==> src/rtl/scr1_dmi_ch_dr.sv <==
// scr1_dmi_ch_dr: core-clock DTM data-register stage.
// Holds the DTMCS (channel id 1) and DMI access (channel id 2) scan registers.
// Converts a completed DMI update into a request/response transaction toward the
// Debug Module.
//
// Ports:
//   clk, rst        core clock, synchronous active-high reset
//   ch_sel_i        DMI channel selected by the TAP IR
//   ch_id_i         1 = DTMCS, 2 = DMI, others = no register
//   ch_capture_i    one-cycle capture strobe
//   ch_shift_i      one-cycle shift strobe
//   ch_update_i     one-cycle update strobe
//   ch_tdi_i        serial data in
//   ch_tdo_o        serial data out (LSB flop of the selected register)
//   dmi_req_o       request valid
//   dmi_wr_o        request is a write
//   dmi_addr_o      request address
//   dmi_wdata_o     request write data
//   dmi_req_ack_i   DM accepted the request
//   dmi_resp_i      DM response valid (one cycle)
//   dmi_resp_err_i  response failed
//   dmi_rdata_i     response read data
//
// Optional macro SCR1_DMI_REQ_TIMEOUT_EN adds a WAIT_RESP timeout counter
// that gives up after TIMEOUT_CYCLES cycles and reports dmistat=2.
module scr1_dmi_ch_dr #(
   parameter int unsigned ABITS          = 7,
   parameter int unsigned IDLE_HINT      = 1,
   parameter int unsigned TIMEOUT_CYCLES = 256
) (
   input  logic             clk,
   input  logic             rst,
   input  logic             ch_sel_i,
   input  logic [1:0]       ch_id_i,
   input  logic             ch_capture_i,
   input  logic             ch_shift_i,
   input  logic             ch_update_i,
   input  logic             ch_tdi_i,
   output logic             ch_tdo_o,
   output logic             dmi_req_o,
   output logic             dmi_wr_o,
   output logic [ABITS-1:0] dmi_addr_o,
   output logic [31:0]      dmi_wdata_o,
   input  logic             dmi_req_ack_i,
   input  logic             dmi_resp_i,
   input  logic             dmi_resp_err_i,
   input  logic [31:0]      dmi_rdata_i
);

   localparam int unsigned DMI_W   = ABITS + 34;
   localparam int unsigned DTMCS_W = 32;

   typedef enum logic [1:0] {
      ST_IDLE = 2'd0,
      ST_REQ  = 2'd1,
      ST_WAIT = 2'd2
   } state_t;

   state_t             state_q, state_d;
   logic               req_q, req_d;
   logic               wr_q, wr_d;
   logic [ABITS-1:0]   addr_q, addr_d;
   logic [31:0]        wdata_q, wdata_d;
   logic [31:0]        rdata_q, rdata_d;
   logic [1:0]         sticky_q, sticky_d;
   logic [DTMCS_W-1:0] dtmcs_sr_q, dtmcs_sr_d;
   logic [DMI_W-1:0]   dmi_sr_q, dmi_sr_d;

   logic               sel_dtmcs;
   logic               sel_dmi;
   logic               busy;
   logic               complete;
   logic [1:0]         cap_op;
   logic [1:0]         upd_op;

`ifdef SCR1_DMI_REQ_TIMEOUT_EN
   localparam int unsigned CNT_RAW = $clog2(TIMEOUT_CYCLES + 1);
   localparam int unsigned CNT_W   = (CNT_RAW < 8) ? 8 : ((CNT_RAW > 32) ? 32 : CNT_RAW);
   logic [CNT_W-1:0] cnt_q, cnt_d;
`else
   logic unused_timeout;
   assign unused_timeout = (TIMEOUT_CYCLES == 32'd0);
`endif

   assign sel_dtmcs = ch_sel_i && (ch_id_i == 2'd1);
   assign sel_dmi   = ch_sel_i && (ch_id_i == 2'd2);
   assign busy      = (state_q != ST_IDLE);

   // Serial output is the LSB flop of whichever register is selected.
   assign ch_tdo_o = sel_dtmcs ? dtmcs_sr_q[0] : (sel_dmi ? dmi_sr_q[0] : 1'b0);

   assign dmi_req_o   = req_q;
   assign dmi_wr_o    = wr_q;
   assign dmi_addr_o  = addr_q;
   assign dmi_wdata_o = wdata_q;

   // Next-state, transaction tracking and scan-register behaviour.
   always_comb begin
      state_d    = state_q;
      req_d      = req_q;
      wr_d       = wr_q;
      addr_d     = addr_q;
      wdata_d    = wdata_q;
      rdata_d    = rdata_q;
      sticky_d   = sticky_q;
      dtmcs_sr_d = dtmcs_sr_q;
      dmi_sr_d   = dmi_sr_q;
      complete   = 1'b0;
      cap_op     = 2'd0;
      upd_op     = dmi_sr_q[1:0];
`ifdef SCR1_DMI_REQ_TIMEOUT_EN
      cnt_d      = (state_q == ST_WAIT) ? cnt_q + CNT_W'(1) : '0;
`endif

      case (state_q)
         ST_REQ: begin
            if (dmi_req_ack_i) begin
               req_d = 1'b0;
               if (dmi_resp_i) begin
                  complete = 1'b1;
                  state_d  = ST_IDLE;
               end else begin
                  state_d  = ST_WAIT;
               end
            end
         end
         ST_WAIT: begin
            if (dmi_resp_i) begin
               complete = 1'b1;
               state_d  = ST_IDLE;
            end
`ifdef SCR1_DMI_REQ_TIMEOUT_EN
            else if (cnt_q == CNT_W'(TIMEOUT_CYCLES - 1)) begin
               state_d = ST_IDLE;
               if (sticky_d == 2'd0) sticky_d = 2'd2;
            end
`endif
         end
         default: ;
      endcase

      // Completion is applied before any strobe so a same-cycle dmireset wins.
      if (complete) begin
         if (dmi_resp_err_i) begin
            if (sticky_d == 2'd0) sticky_d = 2'd2;
         end else if (!wr_q) begin
            rdata_d = dmi_rdata_i;
         end
      end

      // DTMCS register
      if (sel_dtmcs) begin
         if (ch_capture_i) begin
            dtmcs_sr_d = {14'b0, 1'b0, 1'b0, 1'b0, 3'(IDLE_HINT), sticky_q, 6'(ABITS), 4'd1};
         end else if (ch_shift_i) begin
            dtmcs_sr_d = {ch_tdi_i, dtmcs_sr_q[DTMCS_W-1:1]};
         end else if (ch_update_i) begin
            if (dtmcs_sr_q[16]) sticky_d = 2'd0;
            if (dtmcs_sr_q[17]) begin
               sticky_d = 2'd0;
               state_d  = ST_IDLE;
               req_d    = 1'b0;
            end
         end
      end

      // DMI access register
      if (sel_dmi) begin
         if (ch_capture_i) begin
            if (sticky_q != 2'd0) cap_op = sticky_q;
            else if (busy)        cap_op = 2'd3;
            dmi_sr_d = {addr_q, rdata_q, cap_op};
            if (busy && (sticky_d == 2'd0)) sticky_d = 2'd3;
         end else if (ch_shift_i) begin
            dmi_sr_d = {ch_tdi_i, dmi_sr_q[DMI_W-1:1]};
         end else if (ch_update_i) begin
            if (busy || (sticky_q != 2'd0)) begin
               // Dropped request; only a busy collision raises a new error.
               if (busy && (sticky_d == 2'd0)) sticky_d = 2'd3;
            end else if ((upd_op == 2'd1) || (upd_op == 2'd2)) begin
               addr_d  = dmi_sr_q[DMI_W-1:34];
               wdata_d = dmi_sr_q[33:2];
               wr_d    = (upd_op == 2'd2);
               req_d   = 1'b1;
               state_d = ST_REQ;
            end
         end
      end
   end

   // State and output registers.
   always_ff @(posedge clk) begin
      if (rst) begin
         state_q    <= ST_IDLE;
         req_q      <= 1'b0;
         wr_q       <= 1'b0;
         addr_q     <= '0;
         wdata_q    <= '0;
         rdata_q    <= '0;
         sticky_q   <= 2'd0;
         dtmcs_sr_q <= '0;
         dmi_sr_q   <= '0;
`ifdef SCR1_DMI_REQ_TIMEOUT_EN
         cnt_q      <= '0;
`endif
      end else begin
         state_q    <= state_d;
         req_q      <= req_d;
         wr_q       <= wr_d;
         addr_q     <= addr_d;
         wdata_q    <= wdata_d;
         rdata_q    <= rdata_d;
         sticky_q   <= sticky_d;
         dtmcs_sr_q <= dtmcs_sr_d;
         dmi_sr_q   <= dmi_sr_d;
`ifdef SCR1_DMI_REQ_TIMEOUT_EN
         cnt_q      <= cnt_d;
`endif
      end
   end

endmodule

==> config.mk <==
export PLATFORM = sky130hd
export DESIGN_NAME = scr1_dmi_ch_dr
export DESIGN_NICKNAME = d
export VERILOG_FILES = /design/src/rtl/scr1_dmi_ch_dr.sv
export SDC_FILE = /design/constraint.sdc
export NUM_CORES = 1
export LEC_CHECK = 0
export CAP_MARGIN = 10
export CELL_PAD_IN_SITES_DETAIL_PLACEMENT = 0
export CELL_PAD_IN_SITES_GLOBAL_PLACEMENT = 1
export CORE_UTILIZATION = 25
export CTS_CLUSTER_DIAMETER = 50
export DETAILED_ROUTE_END_ITERATION = 12
export PLACE_DENSITY = 0.54
export SLEW_MARGIN = 20
export SYNTH_ARGS = -nofsm -noshare
export SYNTH_HDL_FRONTEND = slang
export SYNTH_SLANG_ARGS = --single-unit
==> constraint.sdc <==
create_clock -name clk -period 1.8 [get_ports clk]
set_input_delay 0.36 -clock clk [delete_from_list [all_inputs] [get_ports clk]]
set_output_delay 0.36 -clock clk [all_outputs]
set_load 0.02 [all_outputs]
==> results of run 1 <==
==> placed cells by master, fill, tap and decap left out, types with 2 or more instances in the layout <==
cell type,Yosys,layout
nor3_1,10,10
a21oi_2,0,8
nand2b_1,2,2
dfxtp_1,150,147
clkinvlp_4,0,2
bufinv_16,0,2
dlymetal6s2s_1,0,10
buf_8,0,3
clkbuf_16,0,23
clkinv_4,0,2
buf_12,4,11
a21oi_1,61,52
o21ai_1,3,3
buf_4,1,23
dlygate4sd2_1,0,4
nor2_1,93,93
clkdlybuf4s50_1,0,68
o21ba_2,2,2
buf_6,5,4
nand3b_1,25,25
ha_4,0,2
inv_8,0,2
mux2i_1,83,83
inv_1,5,3
nor2b_4,0,2
nor2b_1,5,3
a211oi_1,42,42
dfxtp_4,0,2
and3_1,2,2
inv_6,0,5
nand2_1,92,90
==> timing repair <==
action	in CTS	in global routing
gates cloned	0	8
buffers inserted	0	5
pin swaps	1	8
setup endpoints to repair	38	82
gates resized for setup	17	39
==> cells by family (layout without fill, tap and decap cells) <==
kind of cell,after synthesis,after routing,share of synthesized area [%]
and+or+nand+nor,240,240,18.0
DFF,150,150,49.7
AOI/OAI and AO/OA,117,117,12.0
muxes,83,83,13.7
buffers and inverters,58,167,5.71
adders and majority gates,4,4,0.828
other,0,1,0
==> metal layers <==
| layer | routed length (µm) | up-vias | track usage (%) |
|---|---|---|---|
| met5 | 0 | - | 0 |
| met1 | 7980 | 2244 | 16.9 |
| met2 | 6910 | 101 | 19.0 |
| li1 | - | 2455 | - |
| met3 | 644 | 13 | 3.08 |
| met4 | 155 | 0 | 3.74 |
==> worst max-delay path by stage <==
stage / depth (start not counted) / slack, ns / endpoint / from
floorplan: 8 / 0.12 / rdata_q[10]$_SDFFE_PP0P_ / state_q[1]$_SDFF_PP0_
CTS: 5 / -0.009 / ch_tdo_o / ch_id_i[1]
global route: 9 / -0.004 / rdata_q[21]$_SDFFE_PP0P_ / state_q[0]$_SDFF_PP0_
detailed placement: 5 / -0.47 / ch_tdo_o / ch_id_i[1]
finish: 1 / 0.06 / dmi_wdata_o[2] / dmi_wdata_o[2]$_SDFFE_PP0P_
global placement: 5 / -0.43 / ch_tdo_o / ch_id_i[1]
==> through the flow <==
| step | std cells | setup TNS (ns) | hold WS, ns | util, % |
|---|---|---|---|---|
| CTS | 1067 | -0.00903 | 0.329 | 33.7 |
| detailed placement | 1035 | -34.73 | 0.445 | 31.1 |
| global route | 1080 | -0.00963 | 0.339 | 35.2 |
| finish | 1081 | 0 | 0.339 | 35.2 |
| global placement | 1035 | -31.40 | 0.439 | 31.1 |
| floorplan | 652 | 0 | 0.432 | - |
==> state kept, by name, indices dropped and copies added (netlist names) <==
name	cells
dtmcs_sr_q	32
dmi_addr_o	7
dmi_wdata_o	32
dmi_sr_q	41
sticky_q	2
rdata_q	32
dmi_wr_o	1
dmi_req_o	1
state_q	2
==> report_power, final <==
group	switching, mW	internal (mW)
combinational	0.208	0.209
sequential	0.0359	3.36
clock	1.49	2.08
==> area by class of cell <==
class	instances	share of cell area [%]
Multi-Input combinational cell	444	33.8
Timing Repair Buffer	130	17.8
Tap cell	319	4.80
Clock buffer	18	5.16
Clock inverter	14	1.97
Inverter	5	0.256
Sequential cell	150	36.2
Antenna cell	1	0.0301
==> flow_summary_export.csv, run 1 <==
group,metric,value,unit
status,outcome,"finished clean",
setup_path,slowest_delay,0.61,ns
place,placed_area,0.00734,mm²
logic_synthesis,yosysSeqAreaShare,49.7,%
sta,worstMarginPinSlew,0.424,ns
logic_synthesis,synth_edf_count,0,
worst_hold_path,hold_depth,2,
clock_network,cts_tree,"done",
logic_synthesis,synth_most_common_cell,"dfxtp_1",
drt,drt_iter0_markers,235,
cells_and_area,post-route-cell-area,0.00832,mm²
global_route,antenna_found_initial,0,
drt,routed_wl,15700,µm
floorplanning,coreArea,0.0236,mm²
clock_network,ctsHoldBuffers,0,
floorplanning,fp.dieArea,0.0248,mm²
logic_synthesis,synthCells,652,
worst_hold_path,hold_path_end,"dmi_wdata_o[12]$_SDFFE_PP0P_",
logic_synthesis,yosys.area.top_type,"dfxtp_1",
setup_path,cp-start-kind,"flop",
drt,drc_errors,0,
logic_synthesis,synth_top_area_share,49.7,%
global_route,grt_max_degree,73,
global_route,grt_use_total,12.4,%
setup_path,path_buf_inv,1,
logic_synthesis,synth_nets,700,
sta,fin_skew,0.00958,ns
cells_and_area,seq_area,0.00301,mm²
setup_path,rrSetupSlack,0.07,ns
flow_run,cap_violations,0,
global_route,grt-ovfl-total,0,
drt,drtAntennaViolNets,0,
sta,period_share,96.7,%
sta,fin_crit,1.74,ns
place,io_buffers,85,
logic_synthesis,synthTopCellsByArea,"dfxtp_1 (50%), mux2i_1 (14%), nor2_1 (5.8%), nand2_1 (5.7%), a211oi_1 (5.2%)",
sta,final.setup.worst_slack,0.0595,ns
sta,fmax,575,MHz
global_route,grt_pass1_wl,24000,µm
drt,wl_per_cell,14.5,µm
drt,vias,4813,
global_route,grt_pass1_vias,4730,
power,leakage,2.98,nW
logic_synthesis,synth_cell_types,40,
cells_and_area,fill_cells,2396,
logic_synthesis,avgSynthCellArea,9.27,µm²
logic_synthesis,synth_common_cells,"dfxtp_1 (150), nor2_1 (93), nand2_1 (92)",
logic_synthesis,synthFlopType,"dfxtp_1",
place,dp_hpwl,9510,µm
sta,final-setup-viol-count,0,
clock_network,cts_sinks,150,
logic_synthesis,syn_area,0.00604,mm²
floorplanning,die_x,157,µm
setup_path,reg2reg_to,"rdata_q[11]$_SDFFE_PP0P_",
cells_and_area,multi_input_area,0.00281,mm²
sta,slew_headroom,71.8,%
clock_network,cts-htree-levels,4,
place,preCtsSetupSlack,-0.468,ns
drt,firstDrtPassIters,4,
clock_network,clockBufferDepth,2,
logic_synthesis,ys_ff_latch,150,
worst_hold_path,hp-start,"rst",
floorplanning,die_h,157,µm
cells_and_area,drive_above_1_share,13.9,%
drt,viasPerCell,4.45,
clock_network,path_clk_slew,0.07,ns
worst_hold_path,min-delay-path-class,"input pin to flop",
setup_path,cp_top_family,"buffers and inverters",
cells_and_area,synthToLayoutAreaGrowth,37.6,%
cells_and_area,nets,796,
clock_network,cts_made_buffers,17,
power,vdd_drop_max,458,µV
setup_path,cp-end-kind,"output pin",
setup_path,cp_max_fo,2,
floorplanning,io_pins,86,
clock_network,insertion_delay,0.42,ns
logic_synthesis,yosysWarnings,0,
setup_path,reg2reg_depth,9,
setup_path,worstPathRequired,1.44,ns
power,finalPower,7.40,mW
clock_network,cts_root_buf,"clkbuf_16",
place,gp_congestion,0.760,
logic_synthesis,synth-async-reset-ratio,0,%
sta,finalHoldViolations,0,
setup_path,reg2reg_from,"state_q[1]$_SDFF_PP0_",
floorplanning,rows,56,
setup_path,arrival,1.38,ns
setup_path,crit_chain,"clkdlybuf4s50_1",
floorplanning,initial_core_util,25.6,%
setup_path,critical_path_class,"flop to output pin",
sta,slew_violations,0,
setup_path,critPathSlowestCell,"clkdlybuf4s50_1",
power,power_density,889,mW/mm²
Note: power is estimated with default switching activity, not from simulation.
==> run 2: changes to the inputs <==
--- a/config.mk
+++ b/config.mk
@@ -11,7 +11,7 @@
 export CORE_UTILIZATION = 25
 export CTS_CLUSTER_DIAMETER = 50
 export DETAILED_ROUTE_END_ITERATION = 12
-export PLACE_DENSITY = 0.54
+export PLACE_DENSITY = 0.53
 export SLEW_MARGIN = 20
 export SYNTH_ARGS = -nofsm -noshare
 export SYNTH_HDL_FRONTEND = slang
==> flow_summary_export.csv, run 2 (synthesis results as in run 1) <==
group,metric,value,unit
power,vdd_drop_max,582,µV
drt,drt_iter0_markers,224,
cells_and_area,utilization,35.4,%
clock_network,cts_made_buffers,17,
clock_network,insertion_delay,0.43,ns
sta,finalHoldViolations,0,
floorplanning,rows,56,
place,placed_area,0.00734,mm²
floorplanning,fp.dieArea,0.0248,mm²
floorplanning,die_x,157,µm
clock_network,path_clk_slew,0.07,ns
cells_and_area,post-route-cell-area,0.00837,mm²
cells_and_area,largest_reg_flops,41,
drt,routed_wl,16200,µm
setup_path,cp-start-kind,"flop",
sta,final-setup-viol-count,0,
global_route,grt_use_total,12.8,%
sta,slew_violations,0,
power,leakage,2.99,nW
clock_network,clockBufferDepth,2,
worst_hold_path,min-delay-path-class,"input pin to flop",
setup_path,arrival,2.08,ns
drt,drtAntennaViolNets,0,
sta,tns,0,ns
drt,drc_errors,0,
power,power_density,862,mW/mm²
cells_and_area,post_layout_nonfiller_instances,1078,
setup_path,cp_max_fo,8,
flow_run,cap_violations,0,
status,outcome,"finished clean",
place,io_buffers,85,
drt,vias,4829,
clock_network,cts_tree,"done",
cells_and_area,mostFrequentLayoutCell,"dfxtp_1",
power,finalPower,7.21,mW
place,dp.cells,1031,
clock_network,cts_root_buf,"clkbuf_16",
place,dp_hpwl,9390,µm
setup_path,critical_path_class,"flop to flop",
clock_network,cts-htree-levels,4,
global_route,grt_max_degree,65,
cells_and_area,top_register,"dmi_sr_q",
cells_and_area,drive_above_1_share,15.3,%
place,gp_congestion,0.727,
drt,viasPerCell,4.48,
sta,fin_crit,1.77,ns
cells_and_area,nets,794,
cells_and_area,layout_common_cells,"dfxtp_1 (147), nor2_1 (93), mux2i_1 (82), nand2_1 (77), clkdlybuf4s50_1 (68)",
setup_path,worstPathRequired,2.11,ns
floorplanning,io_pins,86,
sta,fmax,565,MHz
sta,slew_headroom,70.6,%
drt,firstDrtPassIters,4,
floorplanning,coreArea,0.0236,mm²
sta,worstMarginPinSlew,0.442,ns
floorplanning,initial_core_util,25.6,%
global_route,grt-ovfl-total,0,
global_route,grt_pass1_vias,4564,
drt,wl_per_cell,15.0,µm
clock_network,cts_sinks,150,
global_route,antenna_found_initial,0,
global_route,grt_pass1_wl,24300,µm
setup_path,cp-end-kind,"flop",
sta,fin_skew,0.0115,ns
sta,rsz0062_at_grt,"yes",
cells_and_area,synthToLayoutAreaGrowth,38.5,%
floorplanning,die_h,157,µm
cells_and_area,num_antenna_cells,0,
sta,period_share,98.4,%
-- run 2: where the power goes --
part / leakage [nW] / switching [mW] / internal (mW) / total, mW
sequential: 1.21 / 0.0363 / 3.36 / 3.40
clock: 0.267 / 1.57 / 1.82 / 3.39
combinational: 1.51 / 0.210 / 0.210 / 0.420
total: 2.99 / 1.82 / 5.39 / 7.21
-- run 2: cell type report --
type | count | area [µm²]
fill | 2400 | 15200
clock buffer | 17 | 425
sequential | 150 | 3010
inverter | 5 | 21.3
timing repair buffer | 128 | 1520
clock inverter | 15 | 135
tap | 319 | 399
multi-input combinational | 444 | 2850
-- run 2: worst paths after layout --
| path | end | from | slack (ns) | cells after the start |
|---|---|---|---|---|
| worst max-delay path | rdata_q[0]$_SDFFE_PP0P_ | state_q[1]$_SDFF_PP0_ | 0.03 | 7 |
| worst min-delay path | dmi_wdata_o[20]$_SDFFE_PP0P_ | rst | 0.36 | 2 |
| worst max register to register | rdata_q[0]$_SDFFE_PP0P_ | state_q[1]$_SDFF_PP0_ | 0.03 | 7 |
| worst min register to register | rdata_q[16]$_SDFFE_PP0P_ | rdata_q[16]$_SDFFE_PP0P_ | 0.45 | 2 |
-- run 2: layer usage --
layer | up-vias | global-route usage (%) | wire (µm)
li1 | 2454 | - | -
met1 | 2287 | 17.2 | 8200
met2 | 73 | 19.8 | 7240
met3 | 15 | 3.28 | 572
met4 | 0 | 4.02 | 186
met5 | - | 0 | 0
-- run 2: worst max-delay path, stage by stage (launching register included) --
cell       delay, ns
dfxtp_4         0.38
inv_4           0.05
ha_4            0.28
nand2_4         0.06
or4_4           0.54
clkbuf_16       0.21
nand2_1         0.06
a21oi_1         0.06
-- run 2: what timing repair did --
action / in CTS / in global routing
buffers inserted: 1 / 4
hold buffers: 0 / 0
pin swaps: 1 / 2
gates cloned: 3 / 7
resized for setup: 22 / 46
endpoints found under the setup margin: 38 / 69
hold endpoints to repair: 0 / 0
-- run 2: stage by stage --
step	setup WS (ns)	hold slack (ns)
3_5_place_dp	-0.441	0.447
5_1_grt	-0.0223	0.367
4_1_cts	-0.114	0.342
3_3_place_gp	-0.430	0.438
2_1_floorplan	0.123	0.432
6_report	0.0291	0.358
==> run 3: changes to the inputs <==
--- a/config.mk
+++ b/config.mk
@@ -11,7 +11,7 @@
 export CORE_UTILIZATION = 25
 export CTS_CLUSTER_DIAMETER = 50
 export DETAILED_ROUTE_END_ITERATION = 12
-export PLACE_DENSITY = 0.53
+export PLACE_DENSITY = 0.64
 export SLEW_MARGIN = 20
 export SYNTH_ARGS = -nofsm -noshare
 export SYNTH_HDL_FRONTEND = slang
==> flow_summary_export.csv, run 3 (synthesis results as in run 1) <==
group,metric,value,unit
place,placed_area,0.00745,mm²
drt,drc_errors,0,
floorplanning,coreArea,0.0236,mm²
sta,worstMarginPinSlew,0.464,ns
sta,tns,0,ns
place,dp.cells,1048,
setup_path,cp_top_family,"buffers and inverters",
power,vdd_drop_max,502,µV
setup_path,rrSetupSlack,0.07,ns
global_route,grt_max_degree,77,
floorplanning,io_pins,86,
clock_network,path_clk_slew,0.06,ns
sta,final-setup-viol-count,0,
sta,slew_violations,0,
cells_and_area,top_register,"dmi_sr_q",
setup_path,arrival,1.40,ns
drt,drt_iter0_markers,233,
drt,routed_wl,15500,µm
drt,vias,4750,
cells_and_area,synthToLayoutAreaGrowth,37.1,%
floorplanning,rows,56,
floorplanning,die_h,157,µm
global_route,grt_pass1_wl,23600,µm
flow_run,cap_violations,0,
cells_and_area,layout_common_cells,"dfxtp_1 (147), nor2_1 (92), nand2_1 (91), mux2i_1 (83), clkdlybuf4s50_1 (69)",
power,power_density,879,mW/mm²
sta,period_share,97.8,%
drt,drtAntennaViolNets,0,
drt,viasPerCell,4.37,
setup_path,cp_max_fo,2,
power,leakage,3.01,nW
setup_path,worstPathRequired,1.44,ns
drt,firstDrtPassIters,4,
setup_path,cp-end-kind,"output pin",
status,outcome,"finished clean",
floorplanning,die_x,157,µm
worst_hold_path,min-delay-path-class,"flop to flop",
cells_and_area,mostFrequentLayoutCell,"dfxtp_1",
setup_path,critPathSlowestCell,"clkdlybuf4s50_1",
global_route,grt-ovfl-total,0,
floorplanning,fp.dieArea,0.0248,mm²
clock_network,cts_root_buf,"clkbuf_16",
floorplanning,initial_core_util,25.6,%
clock_network,cts_sinks,150,
global_route,grt_use_total,12.4,%
place,gp_congestion,0.696,
setup_path,slowest_delay,0.63,ns
setup_path,path_buf_inv,1,
place,io_buffers,85,
clock_network,insertion_delay,0.42,ns
sta,fin_crit,1.76,ns
place,dp_hpwl,9420,µm
sta,slew_headroom,69.1,%
clock_network,cts-htree-levels,4,
cells_and_area,fill_cells,2469,
cells_and_area,post_layout_nonfiller_instances,1088,
sta,fmax,568,MHz
setup_path,crit_chain,"clkdlybuf4s50_1",
setup_path,cp-start-kind,"flop",
global_route,grt_pass1_vias,4484,
clock_network,clockBufferDepth,2,
cells_and_area,largest_reg_flops,41,
clock_network,cts_tree,"done",
setup_path,critical_path_class,"flop to output pin",
sta,finalHoldViolations,0,
cells_and_area,nets,803,
cells_and_area,drive_above_1_share,14.5,%
clock_network,cts_made_buffers,17,
drt,wl_per_cell,14.3,µm
sta,fin_skew,0.00464,ns
power,finalPower,7.29,mW
global_route,antenna_found_initial,1,
cells_and_area,post-route-cell-area,0.00828,mm²
-- run 3: metal layers --
metal / wire (µm) / global-route usage (%) / part of all wire, % / up-vias
met5: 0 / 0 / 0 / -
met4: 110 / 3.47 / 0.71 / 0
met3: 623 / 3.83 / 4.0 / 9
met2: 7000 / 19.3 / 45 / 74
met1: 7800 / 16.3 / 50 / 2207
li1: - / - / - / 2460
-- run 3: per-stage QoR --
stage,util [%],hold WS (ns),worst slack (ns)
2_1_floorplan,-,0.432,0.123
3_3_place_gp,31.6,0.439,-0.425
3_5_place_dp,31.6,0.444,-0.426
4_1_cts,34.2,0.452,-0.0923
5_1_grt,35.1,0.466,-0.00455
6_report,35.1,0.450,0.0398
-- run 3: path summary, 6_finish.rpt --
check / start / cells after the start / end
worst min register to register: dtmcs_sr_q[14]$_SDFFE_PP0P_ / 2 / dtmcs_sr_q[14]$_SDFFE_PP0P_
worst max register to register: dmi_sr_q[0]$_SDFFE_PP0P_ / 6 / dmi_wdata_o[12]$_SDFFE_PP0P_
worst min-delay path: dtmcs_sr_q[14]$_SDFFE_PP0P_ / 2 / dtmcs_sr_q[14]$_SDFFE_PP0P_
worst max-delay path: dmi_wdata_o[2]$_SDFFE_PP0P_ / 1 / dmi_wdata_o[2]
-- run 3: repair_timing --
item	CTS	global route
buffers inserted	1	1
endpoints found under the setup margin	34	60
cloned	1	4
gates resized for setup	10	38
hold buffers	0	0
pin swaps	1	5
-- run 3: cell type report --
| class | instances | area [µm²] | area share (%) |
|---|---|---|---|
| diodes | 1 | 2.50 | 0.0302 |
| flip-flops and latches | 150 | 3010 | 36.3 |
| multi-input cells | 444 | 2780 | 33.5 |
| repair buffers | 137 | 1510 | 18.3 |
| clock inverters | 8 | 72.6 | 0.876 |
| well taps | 319 | 399 | 4.82 |
| clock buffers | 24 | 492 | 5.94 |
| inverters | 5 | 18.8 | 0.227 |
-- run 3: worst register-to-register path, stage by stage, from the launching register on --
cell       delay, ns
dfxtp_2         0.35
inv_2           0.04
ha_1            0.29
and4b_4         0.48
clkbuf_16       0.23
mux2i_1         0.19
nor2_1          0.05
-- run 3: where the power goes --
group	internal [mW]	total [mW]	switching, mW
sequential	3.37	3.40	0.0365
clock	2.04	3.45	1.41
combinational	0.218	0.428	0.210
